<file path="src/rtl/crc_pkg.sv">
// Shared constants and state encoding for the CRC frame serializer.
// Optional feature macro: CRC_ZERO_PAD_EN (16 zero bits appended after the data).
package crc_pkg;

    localparam int CRC_W    = 16;
    localparam int BYTE_W   = 8;
    localparam int PAD_BITS = 16;

    typedef logic [2:0] state_t;

    localparam state_t S_IDLE  = 3'd0;
    localparam state_t S_START = 3'd1;
    localparam state_t S_SHIFT = 3'd2;
    localparam state_t S_PAD   = 3'd3;
    localparam state_t S_WAIT  = 3'd4;

    // Bit counter must cover the longer of the data phase and the pad phase.
    function automatic int cnt_width(input int frame_bytes);
        int longest;
        longest = (BYTE_W * frame_bytes > PAD_BITS) ? BYTE_W * frame_bytes : PAD_BITS;
        return $clog2(longest + 1);
    endfunction

endpackage

</file>
<file path="src/rtl/crc_frame_serializer_byte_fifo.sv">
// Synchronous byte FIFO with occupancy count, full and empty flags.
// Push into a full FIFO or pop from an empty one is ignored.
module byte_fifo
    import crc_pkg::*;
#(
    parameter int DEPTH = 8
) (
    input  logic                     clock,
    input  logic                     reset,
    input  logic                     push,
    input  logic [BYTE_W-1:0]        push_data,
    input  logic                     pop,
    output logic [BYTE_W-1:0]        pop_data,
    output logic [$clog2(DEPTH):0]   count,
    output logic                     full,
    output logic                     empty
);

    localparam int AW = (DEPTH > 1) ? $clog2(DEPTH) : 1;
    localparam int CW = $clog2(DEPTH) + 1;
    localparam logic [AW-1:0] LAST_PTR = AW'(DEPTH - 1);

    logic [BYTE_W-1:0] mem_q [DEPTH];
    logic [AW-1:0]     wr_ptr_q, wr_ptr_d;
    logic [AW-1:0]     rd_ptr_q, rd_ptr_d;
    logic [CW-1:0]     count_q, count_d;
    logic              push_ok;
    logic              pop_ok;

    assign full     = (count_q == CW'(DEPTH));
    assign empty    = (count_q == '0);
    assign count    = count_q;
    assign pop_data = mem_q[rd_ptr_q];
    assign push_ok  = push & ~full;
    assign pop_ok   = pop & ~empty;

    always_comb begin
        wr_ptr_d = wr_ptr_q;
        rd_ptr_d = rd_ptr_q;
        count_d  = count_q;
        if (push_ok) begin
            wr_ptr_d = (wr_ptr_q == LAST_PTR) ? '0 : wr_ptr_q + 1'b1;
        end
        if (pop_ok) begin
            rd_ptr_d = (rd_ptr_q == LAST_PTR) ? '0 : rd_ptr_q + 1'b1;
        end
        unique case ({push_ok, pop_ok})
            2'b10:   count_d = count_q + 1'b1;
            2'b01:   count_d = count_q - 1'b1;
            default: count_d = count_q;
        endcase
    end

    always_ff @(posedge clock) begin
        if (reset) begin
            wr_ptr_q <= '0;
            rd_ptr_q <= '0;
            count_q  <= '0;
        end else begin
            wr_ptr_q <= wr_ptr_d;
            rd_ptr_q <= rd_ptr_d;
            count_q  <= count_d;
        end
    end

    always_ff @(posedge clock) begin
        if (push_ok) begin
            mem_q[wr_ptr_q] <= push_data;
        end
    end

endmodule

</file>
<file path="src/rtl/crc_frame_serializer.sv">
// Buffers bytes, shifts each full frame MSB-first to a serial CRC engine, captures its remainder.
// Optional feature macro: CRC_ZERO_PAD_EN (append 16 zero bits after the frame data).
module crc_frame_serializer
    import crc_pkg::*;
#(
    parameter int FRAME_BYTES = 4,
    parameter int FIFO_DEPTH  = 8
) (
    input  logic              clock,
    input  logic              reset,
    input  logic [7:0]        in_data,
    input  logic              in_valid,
    output logic              in_ready,
    output logic              crc_start,
    output logic              crc_data,
    input  logic              crc_done,
    input  logic [15:0]       crc_r,
    output logic [15:0]       result,
    output logic              result_valid,
    output logic              busy
);

    localparam int BW = cnt_width(FRAME_BYTES);
    localparam int FW = $clog2(FIFO_DEPTH) + 1;
    localparam logic [BW-1:0] LAST_BIT = BW'(BYTE_W * FRAME_BYTES - 1);
`ifdef CRC_ZERO_PAD_EN
    localparam logic [BW-1:0] LAST_PAD = BW'(PAD_BITS - 1);
`endif

    state_t            state_q, state_d;
    logic [BYTE_W-1:0] shreg_q, shreg_d;
    logic [BW-1:0]     bit_cnt_q, bit_cnt_d;
    logic [CRC_W-1:0]  result_q, result_d;
    logic              result_valid_q, result_valid_d;

    logic              fifo_pop;
    logic [BYTE_W-1:0] fifo_dout;
    logic [FW-1:0]     fifo_count;
    logic              fifo_full;
    logic              fifo_empty;
    logic              frame_ready;

    byte_fifo #(
        .DEPTH     (FIFO_DEPTH)
    ) u_fifo (
        .clock     (clock),
        .reset     (reset),
        .push      (in_valid),
        .push_data (in_data),
        .pop       (fifo_pop),
        .pop_data  (fifo_dout),
        .count     (fifo_count),
        .full      (fifo_full),
        .empty     (fifo_empty)
    );

    assign frame_ready  = ~fifo_empty & (fifo_count >= FW'(FRAME_BYTES));
    assign in_ready     = ~fifo_full;
    assign crc_start    = (state_q == S_START);
    assign crc_data     = (state_q == S_SHIFT) & shreg_q[BYTE_W-1];
    assign busy         = (state_q != S_IDLE);
    assign result       = result_q;
    assign result_valid = result_valid_q;

    always_comb begin
        state_d        = state_q;
        shreg_d        = shreg_q;
        bit_cnt_d      = bit_cnt_q;
        result_d       = result_q;
        result_valid_d = 1'b0;
        fifo_pop       = 1'b0;
        unique case (state_q)
            S_IDLE: begin
                if (frame_ready) begin
                    state_d = S_START;
                end
            end
            S_START: begin
                fifo_pop  = 1'b1;
                shreg_d   = fifo_dout;
                bit_cnt_d = '0;
                state_d   = S_SHIFT;
            end
            S_SHIFT: begin
                bit_cnt_d = bit_cnt_q + 1'b1;
                shreg_d   = {shreg_q[BYTE_W-2:0], 1'b0};
                if (bit_cnt_q == LAST_BIT) begin
                    bit_cnt_d = '0;
`ifdef CRC_ZERO_PAD_EN
                    state_d   = S_PAD;
`else
                    state_d   = S_WAIT;
`endif
                end else if (bit_cnt_q[2:0] == 3'b111) begin
                    // Reload on the byte boundary so bits stay contiguous.
                    fifo_pop = 1'b1;
                    shreg_d  = fifo_dout;
                end
            end
`ifdef CRC_ZERO_PAD_EN
            S_PAD: begin
                bit_cnt_d = bit_cnt_q + 1'b1;
                if (bit_cnt_q == LAST_PAD) begin
                    bit_cnt_d = '0;
                    state_d   = S_WAIT;
                end
            end
`endif
            S_WAIT: begin
                if (crc_done) begin
                    result_d       = crc_r;
                    result_valid_d = 1'b1;
                    state_d        = S_IDLE;
                end
            end
            default: begin
                state_d = S_IDLE;
            end
        endcase
    end

    always_ff @(posedge clock) begin
        if (reset) begin
            state_q        <= S_IDLE;
            shreg_q        <= '0;
            bit_cnt_q      <= '0;
            result_q       <= '0;
            result_valid_q <= 1'b0;
        end else begin
            state_q        <= state_d;
            shreg_q        <= shreg_d;
            bit_cnt_q      <= bit_cnt_d;
            result_q       <= result_d;
            result_valid_q <= result_valid_d;
        end
    end

endmodule

</file>
<file path="config.mk">
export PLATFORM = sky130hd
export DESIGN_NAME = crc_frame_serializer
export DESIGN_NICKNAME = d
export VERILOG_FILES = /design/src/rtl/crc_pkg.sv /design/src/rtl/crc_frame_serializer_byte_fifo.sv /design/src/rtl/crc_frame_serializer.sv
export SDC_FILE = /design/constraint.sdc
export NUM_CORES = 1
export LEC_CHECK = 0
export BUFFER_PORTS_ARGS = -buffer_cell sky130_fd_sc_hd__buf_2
export CELL_PAD_IN_SITES_DETAIL_PLACEMENT = 1
export CELL_PAD_IN_SITES_GLOBAL_PLACEMENT = 1
export CORE_AREA = 2 2 110 112
export CTS_CLUSTER_DIAMETER = 30
export CTS_CLUSTER_SIZE = 24
export DETAILED_ROUTE_END_ITERATION = 7
export DIE_AREA = 0 0 112 114
export PLACE_DENSITY_LB_ADDON = 0.1
export SYNTH_ARGS = -nofsm -noshare
export SYNTH_HDL_FRONTEND = slang
export SYNTH_SLANG_ARGS = --single-unit
</file>
<file path="constraint.sdc">
create_clock -name clock -period 4.13 [get_ports clock]
set_clock_uncertainty 0.15 [all_clocks]
set_input_delay 0.6195 -clock clock [delete_from_list [all_inputs] [get_ports clock]]
set_output_delay 0.6195 -clock clock [all_outputs]
set_load 0.01 [all_outputs]
</file>
==> impl_table.tex, run 1 <==
\begin{tabular}{lr}
\hline
Metric & Value \\
\hline
\multicolumn{2}{l}{\textbf{Route}} \\
Vias per cell & 5.25 \\
Number of remaining DRC errors & 0 \\
DR pass1 iterations & 5 \\
Total wire length & 9260 µm \\
Via count & 2,790 \\
Initial drt markers & 191 \\
Post-detailed-route count of antenna-violating nets & 0 \\
WL per Instance & 17.4 µm \\
\multicolumn{2}{l}{\textbf{Worst setup path}} \\
Max FO, Critical Path & 14 \\
Setup slack of the most critical reg-to-reg path & 1.14 ns \\
Combined buffer and inverter count along the critical path & 0 \\
R2R Path End & u\_fifo.count[2] \\
Cell family with the largest share of critical-path delay & simple AND/OR/NAND/NOR gates \\
Worst path required time & 4.26 ns \\
Slowest library cell on the worst path & nor2\_2 \\
Length in cells of the worst reg-to-reg path & 10 \\
Slowest Stage Delay on Critical Path & 0.51 ns \\
Worst path cell trace & xnor2\_1, nor2\_2, o211a\_1, ha\_1, xor2\_1, ha\_1, a21oi\_1, xor2\_1, or3\_1, a21oi\_1 \\
Crit Path Class & reg2reg \\
RR Startpoint & state\_q[1] \\
Worst setup SP type & flop \\
Capturing element type of the critical path & flop \\
Data arrival, critical path & 3.12 ns \\
\multicolumn{2}{l}{\textbf{Finish}} \\
Seq. cell area & 2860 µm² \\
Number of nets in the layout & 416 \\
Most common library cell in the layout ignoring fill and taps & edfxtp\_1 \\
Synthesis-to-finish area growth & 14.1\% \\
Most frequent cells in the layout & edfxtp\_1, buf\_2, dfxtp\_1 \\
Fraction of layout instances using a drive strength above 1 & 0.245 \\
Footprint of the multi-input gates & 1550 µm² \\
Number of diodes added for antenna fixing & 0 \\
Number of fillers in the final layout & 1,252 \\
\multicolumn{2}{l}{\textbf{Logic synthesis}} \\
Predominant post-synthesis flop cell & edfxtp\_1 \\
Post-synth net total & 376 \\
Cell count after synthesis & 339 \\
FF+latch count, synth & 111 \\
Async SR Flop Fraction & 0 \\
Post-synth EDFFs & 64 \\
Cell area after synthesis & 4510 µm² \\
Yosys warning total & 0 \\
Average instance area after synthesis & 13.3 µm² \\
Post-synth cell types & 47 \\
Post-synthesis sequential area ratio & 0.635 \\
\multicolumn{2}{l}{\textbf{Timing}} \\
Number of pins exceeding their max-slew limit in the final report & 0 \\
Post-layout minimum cycle time & 2.99 ns \\
Accumulated negative setup slack & 0 ns \\
Worst-case setup margin in the final layout & 1.14 ns \\
Worst max-slew margin expressed relative to the limit & 0.379 \\
Final setup violation count & 0 \\
Highest Clock Rate & 0.335 GHz \\
Final count of hold timing violations & 0 \\
RSZ-0062 raised after global routing & false \\
Tcrit/Tclk final & 0.723 \\
Slew at the pin closest to its max-slew limit & 0.928 ns \\
\multicolumn{2}{l}{\textbf{Global route}} \\
Initial antenna violation count & 0 \\
Via count of the first global-routing pass & 2,850 \\
Met1 layer usage reported by global route & 0.198 \\
Largest net degree at the start of global routing & 38 \\
Met3 track demand over resource in global routing & 0.0446 \\
Total global-route track usage & 0.156 \\
Remaining global-route overflow & 0 \\
Global-route wire length before repair & 15,200 µm \\
Met2 track demand over resource in global routing & 0.264 \\
Layer with the highest usage & met2 \\
\multicolumn{2}{l}{\textbf{Clock tree}} \\
Maximum root-to-sink buffer count & 2 \\
Total clock buffers created by CTS & 9 \\
Post-CTS setup-driven buffer insertion count & 0 \\
Hold Buf Count CTS & 0 \\
Clock latency of the later-clocked register in the worst-skew pair & 0.35 ns \\
Post-CTS Resized & 0 \\
CTS H-Tree Depth & 3 \\
Root buffer cell & clkbuf\_16 \\
Register clock-pin slew on the reported worst setup and hold paths & 0.08 ns \\
Count of clock tree sinks & 111 \\
Clock tree from TritonCTS & built \\
\multicolumn{2}{l}{\textbf{Placed design}} \\
Post-DP HPWL & 6090 µm \\
Placement-stage worst setup slack & 1.14 ns \\
Port bufs & 48 \\
Final weighted congestion of routability-driven global placement & 0.673 \\
\multicolumn{2}{l}{\textbf{Die}} \\
Number of rows in the core area & 40 \\
Initial standard-cell utilization of the core & 0.385 \\
Area of the placeable core & 11,700 µm² \\
IO Pins & 49 \\
Die Ht & 114 µm \\
Area of the die & 12,800 µm² \\
Horizontal extent of the die & 112 µm \\
\multicolumn{2}{l}{\textbf{Min path}} \\
Source of the worst hold timing path & result[12] \\
Min-Delay Path Class & reg2reg \\
Min-Delay Path Depth & 2 \\
Worst min-delay path endpoint & result[12] \\
\multicolumn{2}{l}{\textbf{Power and ir drop}} \\
Post-route total power & 2.11 mW \\
Total power divided by cell area & 411 nW/µm² \\
Static power due to leakage & 1.78 nW \\
IR Drop Worst-Case VDD & 0.297 mV \\
\multicolumn{2}{l}{\textbf{Flow run}} \\
Max-cap violations & 0 \\
\multicolumn{2}{l}{\textbf{Run status}} \\
Result of the run & finished, final reports clean \\
\hline
\end{tabular}
[per-stage QoR]
stage | instances | cell area (µm²) | utilization | hold WS (ns)
floorplan | 339 | 4510 | - | 0.295
global placement | 515 | 4860 | 0.415 | 0.289
detailed placement | 515 | 4860 | 0.415 | 0.297
CTS | 531 | 5140 | 0.439 | 0.308
global route | 531 | 5140 | 0.439 | 0.323
finish | 531 | 5140 | 0.439 | 0.305
[flip-flops by register name (all words and copies together) (netlist names), named ones only]
signal and flops:
u_fifo.mem_q 64, result 16, shreg_q 8, bit_cnt_q 6, u_fifo.count 4, state_q 3
u_fifo.rd_ptr_q 3, u_fifo.wr_ptr_q 3, result_valid 1
[power by group]
group	internal [mW]	total, mW	switching, mW
registers	1.18	1.20	0.0106
clock network	0.421	0.839	0.418
logic	0.0299	0.0774	0.0474
[worst register-to-register path: stages, from the launching register on]
cell and delay (ns):
dfxtp_1 0.47, xnor2_1 0.15, nor2_2 0.51, o211a_1 0.37
ha_1 0.30, xor2_1 0.17, ha_1 0.16, a21oi_1 0.05
xor2_1 0.16, or3_1 0.31, a21oi_1 0.13
[cell usage after synthesis, drive strengths merged (3+ instances only)]
| cell | instances | area, µm² |
|---|---|---|
| nor3b | 3 | 27.5 |
| nand2b | 3 | 18.8 |
| or3 | 3 | 18.8 |
| mux4 | 16 | 360 |
| edfxtp | 64 | 1920 |
| nand3 | 20 | 113 |
| nor3 | 7 | 35.0 |
| nor2 | 19 | 73.8 |
| nand2 | 47 | 184 |
| mux2i | 12 | 120 |
| o21ai | 3 | 15.0 |
| buf | 13 | 81.3 |
| clkbuf | 9 | 33.8 |
| xor2 | 3 | 26.3 |
| dfxtp | 47 | 941 |
| a21oi | 23 | 115 |
| o221ai | 7 | 61.3 |
| ha | 9 | 113 |
[layout make-up]
| cell class | count | share of cell area |
|---|---|---|
| clock buffers | 9 | 0.0438 |
| clock inverters | 7 | 0.0112 |
| inverters | 1 | 0.000730 |
| multi-input cells | 205 | 0.301 |
| flip-flops and latches | 111 | 0.557 |
| well taps | 147 | 0.0358 |
| repair buffers | 51 | 0.0511 |
[layer usage]
metal,part of all wire,wire (µm)
met5,0,0
met4,0.012,108
met3,0.033,305
met2,0.49,4560
met1,0.46,4290
[cell families after synthesis]
family                     Yosys count  share of synthesized area
DFF                                111                      0.635
muxes                               30                      0.112
buffers and inverters               23                     0.0264
adders and majority gates            9                     0.0250
xor gates and xnor gates             4                    0.00777
AOI/OAI and AO/OA                   47                     0.0680
and+or+nand+nor                    115                      0.126
[worst max path at each step]
| stage | start | to | slack (ns) | cells after the start |
|---|---|---|---|---|
| 2_1_floorplan | bit_cnt_q[0] | u_fifo.count[2] | 1.52 | 11 |
| 3_3_place_gp | state_q[1] | u_fifo.count[2] | 1.25 | 10 |
| 3_5_place_dp | state_q[1] | u_fifo.count[2] | 1.14 | 10 |
| 4_1_cts | state_q[1] | u_fifo.count[2] | 1.14 | 10 |
| 5_1_grt | state_q[1] | u_fifo.count[2] | 0.90 | 10 |
| 6_report | state_q[1] | u_fifo.count[2] | 1.14 | 10 |
(Power assumes the default switching activity.)
==> run 2: changes to the inputs <==
Settings changed: ABC_AREA set to 1, CORE_AREA 2 2 110 112 to 2 2 114 116, DIE_AREA 0 0 112 114 to 0 0 116 118.
Clock period 4.13 ns to 3.11 ns, I/O delays scaled along.
==> run 2 against run 1 <==
  * Non-clock buffer count up 10
  * Largest power group unchanged
  * First-iteration DRC count is 35% lower
  * Sequential power is 45% higher
==> impl_table.tex, run 2 <==
\begin{tabular}{lr}
\hline
Metric & Value \\
\hline
\multicolumn{2}{l}{\textbf{Power and ir drop}} \\
Internal cell power & 2.64 mW \\
Sw Ratio & 0.285 \\
Share of total power in the clock network & 0.329 \\
Gate power share & 0.198 \\
IR Drop Worst-Case VDD & 0.315 mV \\
Fraction of power consumed by sequential logic & 0.473 \\
Net switching component of the power & 1.05 mW \\
Static power due to leakage & 2.48 nW \\
Total power divided by cell area & 655 nW/µm² \\
Post-route total power & 3.69 mW \\
\multicolumn{2}{l}{\textbf{Flow run}} \\
Max-cap violations & 0 \\
\multicolumn{2}{l}{\textbf{Logic synthesis}} \\
Proportion of netlist area held by the largest area contributor & 0.396 \\
Post-synth net total & 574 \\
Post-synth EDFFs & 64 \\
Yosys warning total & 0 \\
Cell with the most instances after synthesis & nand2\_1 \\
Biggest area contributors in the synthesized netlist & edfxtp\_1, dfxtp\_1, nand2\_1 \\
Leading area contributor after synthesis & edfxtp\_1 \\
Top cells by instance count after synthesis & nand2\_1, inv\_1, edfxtp\_1, dfxtp\_1, nand3\_1 \\
Average instance area after synthesis & 9.04 µm² \\
Post-synth cell types & 31 \\
Cell count after synthesis & 537 \\
Post-synthesis sequential area ratio & 0.590 \\
Cell area after synthesis & 4850 µm² \\
Async SR Flop Fraction & 0 \\
Predominant post-synthesis flop cell & edfxtp\_1 \\
FF+latch count, synth & 111 \\
\multicolumn{2}{l}{\textbf{Worst setup path}} \\
Worst setup SP type & flop \\
Data arrival, critical path & 2.66 ns \\
Worst path required time & 3.20 ns \\
Setup slack of the most critical reg-to-reg path & 0.54 ns \\
Crit Path Class & reg2reg \\
Max FO, Critical Path & 9 \\
Capturing element type of the critical path & flop \\
\multicolumn{2}{l}{\textbf{Finish}} \\
Number of nets in the layout & 626 \\
Seq. cell area & 2860 µm² \\
Most common library cell in the layout ignoring fill and taps & nand2\_1 \\
Flip-flop count of the largest register after layout & 64 \\
Footprint of the multi-input gates & 1530 µm² \\
Synthesis-to-finish area growth & 15.9\% \\
Number of fillers in the final layout & 1,492 \\
Most frequent cells in the layout & nand2\_1, inv\_1, edfxtp\_1 \\
Fraction of layout instances using a drive strength above 1 & 0.150 \\
Number of diodes added for antenna fixing & 0 \\
Most flop-heavy register & u\_fifo.mem\_q \\
Final core utilization & 0.453 \\
\multicolumn{2}{l}{\textbf{Timing}} \\
RSZ-0062 raised after global routing & false \\
Highest Clock Rate & 0.388 GHz \\
Accumulated negative setup slack & 0 ns \\
Post-layout minimum cycle time & 2.57 ns \\
Final setup violation count & 0 \\
Slew at the pin closest to its max-slew limit & 1.12 ns \\
Number of pins exceeding their max-slew limit in the final report & 0 \\
Worst max-slew margin expressed relative to the limit & 0.256 \\
Tcrit/Tclk final & 0.828 \\
Final count of hold timing violations & 0 \\
\multicolumn{2}{l}{\textbf{Clock tree}} \\
Maximum root-to-sink buffer count & 2 \\
Count of clock tree sinks & 111 \\
Root buffer cell & clkbuf\_16 \\
Total clock buffers created by CTS & 9 \\
Hold Buf Count CTS & 0 \\
Clock latency of the later-clocked register in the worst-skew pair & 0.35 ns \\
Register clock-pin slew on the reported worst setup and hold paths & 0.07 ns \\
Post-CTS Resized & 0 \\
Clock tree from TritonCTS & built \\
CTS H-Tree Depth & 3 \\
Post-CTS setup-driven buffer insertion count & 0 \\
\multicolumn{2}{l}{\textbf{Global route}} \\
Total global-route track usage & 0.173 \\
Via count of the first global-routing pass & 3,704 \\
Remaining global-route overflow & 0 \\
Global-route wire length before repair & 18,100 µm \\
Largest net degree at the start of global routing & 34 \\
Initial antenna violation count & 0 \\
\multicolumn{2}{l}{\textbf{Die}} \\
IO Pins & 49 \\
Area of the die & 13,700 µm² \\
Die Ht & 118 µm \\
Area of the placeable core & 12,400 µm² \\
Initial standard-cell utilization of the core & 0.391 \\
Horizontal extent of the die & 116 µm \\
Number of rows in the core area & 41 \\
\multicolumn{2}{l}{\textbf{Placed design}} \\
Post-DP HPWL & 7540 µm \\
Final weighted congestion of routability-driven global placement & 0.791 \\
Port bufs & 48 \\
\multicolumn{2}{l}{\textbf{Route}} \\
WL per Instance & 14.7 µm \\
Post-detailed-route count of antenna-violating nets & 0 \\
Vias per cell & 4.77 \\
Total wire length & 11,300 µm \\
Via count & 3,653 \\
Number of remaining DRC errors & 0 \\
Initial drt markers & 124 \\
DR pass1 iterations & 4 \\
\multicolumn{2}{l}{\textbf{Min path}} \\
Min-Delay Path Class & in2reg \\
\multicolumn{2}{l}{\textbf{Run status}} \\
Result of the run & finished, final reports clean \\
\hline
\end{tabular}
-- run 2: cell types whose count changed in the layout (fill, tap and decap cells not counted), moves of 8 or more --
cell / delta
buf_4: +10
inv_1: +97
nand3_1: +25
o21ai_0: +34
nand3b_1: +8
nand2_1: +72
mux4_2: -16
mux2i_1: -12
nor2_1: +18
-- run 2: layout make-up --
type                    count  area share
repair buffers             61      0.0600
multi-input cells         307       0.271
inverters                  99      0.0660
well taps                 172      0.0382
flip-flops and latches    111       0.509
clock inverters             6      0.0149
clock buffers              10      0.0407
-- run 2: worst paths after layout --
kind                start                  to  cells past startpoint
min            in_data[3]  u_fifo.mem_q[5][3]                      1
max reg2reg  bit_cnt_q[1]     u_fifo.count[2]                     12
min reg2reg     result[0]           result[0]                      2
max          bit_cnt_q[1]     u_fifo.count[2]                     12
-- run 2: kinds of logic after synthesis --
group | share of synthesized area
compound gates | 0.0946
xor+xnor | 0.00361
fa+ha+maj | 0.0232
buf+inv | 0.0959
flops | 0.590
simple gates | 0.193
-- run 2: critical path: stages (launching register included) --
cell	delay (ns)
dfxtp_1	0.35
ha_1	0.19
nand3_2	0.14
o21ai_4	0.34
a21oi_4	0.13
ha_1	0.25
nor2_1	0.17
nor2_1	0.10
ha_1	0.19
a21oi_1	0.15
xnor2_1	0.09
o21ai_0	0.16
inv_1	0.05
-- run 2: layer usage --
layer	routed length, µm	up-vias	track usage
li1	-	1827	-
met1	5130	1761	0.215
met2	5580	54	0.293
met3	391	11	0.0386
met4	157	0	0.0588
met5	0	-	0
-- run 2: power by group through the flow --
stage | clock, mW | combinational [mW] | sequential (mW)
5_1_grt | 1.30 | 0.839 | 1.76
3_3_place_gp | 0 | 0.723 | 1.77
6_report | 1.21 | 0.728 | 1.74
3_5_place_dp | 0 | 0.741 | 1.78
2_1_floorplan | 0 | 0.483 | 1.79
4_1_cts | 1.25 | 0.746 | 1.74
-- run 2: stage by stage --
stage | std cells | worst slack (ns) | area, µm² | hold WS (ns)
floorplan | 537 | 0.869 | 4850 | 0.312
global placement | 750 | 0.682 | 5310 | 0.277
detailed placement | 750 | 0.546 | 5310 | 0.281
CTS | 766 | 0.534 | 5630 | 0.230
global route | 766 | 0.317 | 5630 | 0.239
finish | 766 | 0.536 | 5630 | 0.249
==> run 3: changes to the inputs <==
Clock period 3.11 ns to 2.1 ns, I/O delays scaled along.
==> run 3 against run 2 <==
  * Non-clock buffer count is 15 higher
  * Core utilization is 1.7 points higher
  * Clock-buffer cell count stayed put
  * Critical path depth is 1 higher
  * Register-to-register slack worse by 0.45 ns
  * Design area is 3.8% higher
  * Total power is 50% higher
  * Via count is 1.4% higher
  * First-iteration DRC count is 11% higher
  * Sequential power is 48% higher
  * Sequential share of layout area is 1.8 points lower
  * Largest cell class unchanged
  * Largest power group unchanged
==> impl_table.tex, run 3 (synthesized netlist as in run 2, its figures left out) <==
\begin{tabular}{lr}
\hline
Metric & Value \\
\hline
\multicolumn{2}{l}{\textbf{Run status}} \\
Result of the run & finished, final reports clean \\
\multicolumn{2}{l}{\textbf{Global route}} \\
Via count of the first global-routing pass & 3,698 \\
Remaining global-route overflow & 0 \\
Total global-route track usage & 0.179 \\
Largest net degree at the start of global routing & 34 \\
Initial antenna violation count & 0 \\
Global-route wire length before repair & 18,600 µm \\
\multicolumn{2}{l}{\textbf{Worst setup path}} \\
RR Startpoint & bit\_cnt\_q[1] \\
Crit Path Class & reg2reg \\
Slowest library cell on the worst path & dfxtp\_2 \\
Capturing element type of the critical path & flop \\
Cell occurring most often along the worst timing path & ha\_4 \\
Length in cells of the worst reg-to-reg path & 13 \\
Data arrival, critical path & 2.12 ns \\
Worst setup SP type & flop \\
Worst path cell trace & ha\_4, ha\_4, o21ai\_4, a21oi\_4, ha\_4, nand2\_2, inv\_2, nor2\_4, ha\_4, a21oi\_2, xnor2\_1, o21ai\_1, inv\_1 \\
R2R Path End & u\_fifo.count[2] \\
Setup slack of the most critical reg-to-reg path & 0.08 ns \\
Combined buffer and inverter count along the critical path & 2 \\
Max FO, Critical Path & 4 \\
Cell family with the largest share of critical-path delay & adder cells \\
Worst path required time & 2.21 ns \\
Slowest Stage Delay on Critical Path & 0.36 ns \\
\multicolumn{2}{l}{\textbf{Placed design}} \\
Final weighted congestion of routability-driven global placement & 0.715 \\
Port bufs & 48 \\
Post-DP HPWL & 7800 µm \\
\multicolumn{2}{l}{\textbf{Route}} \\
WL per Instance & 14.9 µm \\
Initial drt markers & 138 \\
Total wire length & 11,600 µm \\
Vias per cell & 4.74 \\
DR pass1 iterations & 6 \\
Post-detailed-route count of antenna-violating nets & 0 \\
Number of remaining DRC errors & 0 \\
Via count & 3,704 \\
\multicolumn{2}{l}{\textbf{Finish}} \\
Most frequent cells in the layout & nand2\_1, inv\_1, edfxtp\_1 \\
Footprint of the multi-input gates & 1640 µm² \\
Seq. cell area & 2870 µm² \\
Flip-flop count of the largest register after layout & 64 \\
Synthesis-to-finish area growth & 20.4\% \\
Most common library cell in the layout ignoring fill and taps & nand2\_1 \\
Fraction of layout instances using a drive strength above 1 & 0.204 \\
Number of diodes added for antenna fixing & 0 \\
Number of fillers in the final layout & 1,482 \\
Number of nets in the layout & 641 \\
Most flop-heavy register & u\_fifo.mem\_q \\
\multicolumn{2}{l}{\textbf{Min path}} \\
Min-Delay Path Class & in2reg \\
Min-Delay Path Depth & 1 \\
Worst min-delay path endpoint & u\_fifo.mem\_q[4][2] \\
Source of the worst hold timing path & in\_data[2] \\
\multicolumn{2}{l}{\textbf{Die}} \\
IO Pins & 49 \\
Number of rows in the core area & 41 \\
Horizontal extent of the die & 116 µm \\
Initial standard-cell utilization of the core & 0.391 \\
Area of the placeable core & 12,400 µm² \\
Die Ht & 118 µm \\
Area of the die & 13,700 µm² \\
\multicolumn{2}{l}{\textbf{Clock tree}} \\
Total clock buffers created by CTS & 9 \\
Count of clock tree sinks & 111 \\
Maximum root-to-sink buffer count & 2 \\
Register clock-pin slew on the reported worst setup and hold paths & 0.07 ns \\
Root buffer cell & clkbuf\_16 \\
Hold Buf Count CTS & 0 \\
CTS H-Tree Depth & 3 \\
Clock tree from TritonCTS & built \\
Clock latency of the later-clocked register in the worst-skew pair & 0.36 ns \\
\multicolumn{2}{l}{\textbf{Power and ir drop}} \\
IR Drop Worst-Case VDD & 0.555 mV \\
Static power due to leakage & 2.56 nW \\
Total power divided by cell area & 947 nW/µm² \\
\multicolumn{2}{l}{\textbf{Timing}} \\
Worst max-slew margin expressed relative to the limit & 0.706 \\
Tcrit/Tclk final & 0.961 \\
Post-layout minimum cycle time & 2.02 ns \\
Highest Clock Rate & 0.496 GHz \\
Number of pins exceeding their max-slew limit in the final report & 0 \\
Final count of hold timing violations & 0 \\
Slew at the pin closest to its max-slew limit & 0.439 ns \\
Worst hold-check slack & 0.0835 ns \\
Final setup violation count & 0 \\
Accumulated negative setup slack & 0 ns \\
\multicolumn{2}{l}{\textbf{Flow run}} \\
Max-cap violations & 0 \\
\hline
\end{tabular}
## run 3: cell types whose count changed in the layout (fill, tap and decap cells not counted), moves of 2 or more
cell      change
inv_1         -3
dfxtp_2       +2
nand3_4       +2
inv_2         +3
clkinv_1      -2
nor2_1        -2
nand3_1       -3
clkinv_2      +2
ha_4          +5
o21ai_1       +2
buf_4        +15
dfxtp_1       -2
o21ai_0       -2
ha_1          -5
## run 3: worst register-to-register path: stages (launching register included)
cell	delay, ns
dfxtp_2	0.36
ha_4	0.16
ha_4	0.13
o21ai_4	0.06
a21oi_4	0.19
ha_4	0.19
nand2_2	0.07
inv_2	0.07
nor2_4	0.04
ha_4	0.15
a21oi_2	0.11
xnor2_1	0.07
o21ai_1	0.12
inv_1	0.04
## run 3: worst max path at each step
stage,startpoint,endpoint,slack (ns),cells past startpoint
2_1_floorplan,bit_cnt_q[1],u_fifo.count[2],-0.03,13
3_3_place_gp,bit_cnt_q[1],u_fifo.count[2],0.05,13
3_5_place_dp,bit_cnt_q[1],u_fifo.count[2],0.007,13
4_1_cts,state_q[2],u_fifo.count[2],0.005,14
5_1_grt,state_q[0],u_fifo.count[3],-0.03,13
6_report,bit_cnt_q[1],u_fifo.count[2],0.08,13
## run 3: repair_timing
action | 4_1_cts | 5_1_grt
pin swaps | 1 | 6
setup endpoints to repair | 1 | 4
buffers inserted | 0 | 3
resized for setup | 0 | 11
## run 3: layer usage
metal  wire length, µm  track usage  vias up
met1              5460        0.248     1763
met4               211       0.0670        0
met5                 0            0        -
met3               533       0.0350       16
met2              5390        0.277       63
li1                  -            -     1862
## run 3: stage by stage
stage,power [mW],cell area (µm²),cells,worst slack (ns),util
after global placement,3.74,5460,762,0.0480,0.440
after CTS,5.58,5760,778,0.00468,0.464
after floorplan,3.38,4910,537,-0.0260,-
final,5.54,5840,781,0.0826,0.471
after global routing,5.86,5840,781,-0.0311,0.471
after detailed placement,3.78,5460,762,0.00667,0.440
## run 3: final cells by class
| class | count | share of cell area |
|---|---|---|
| flip-flops and latches | 111 | 0.490 |
| multi-input cells | 307 | 0.280 |
| repair buffers | 76 | 0.0771 |
| inverters | 99 | 0.0636 |
| clock buffers | 10 | 0.0409 |
| well taps | 172 | 0.0368 |
| clock inverters | 6 | 0.0113 |
## run 3: report_power, final
group	leakage, nW	internal (mW)	switching [mW]
combinational	1.44	0.422	0.752
sequential	0.965	2.49	0.0902
clock	0.155	0.968	0.814
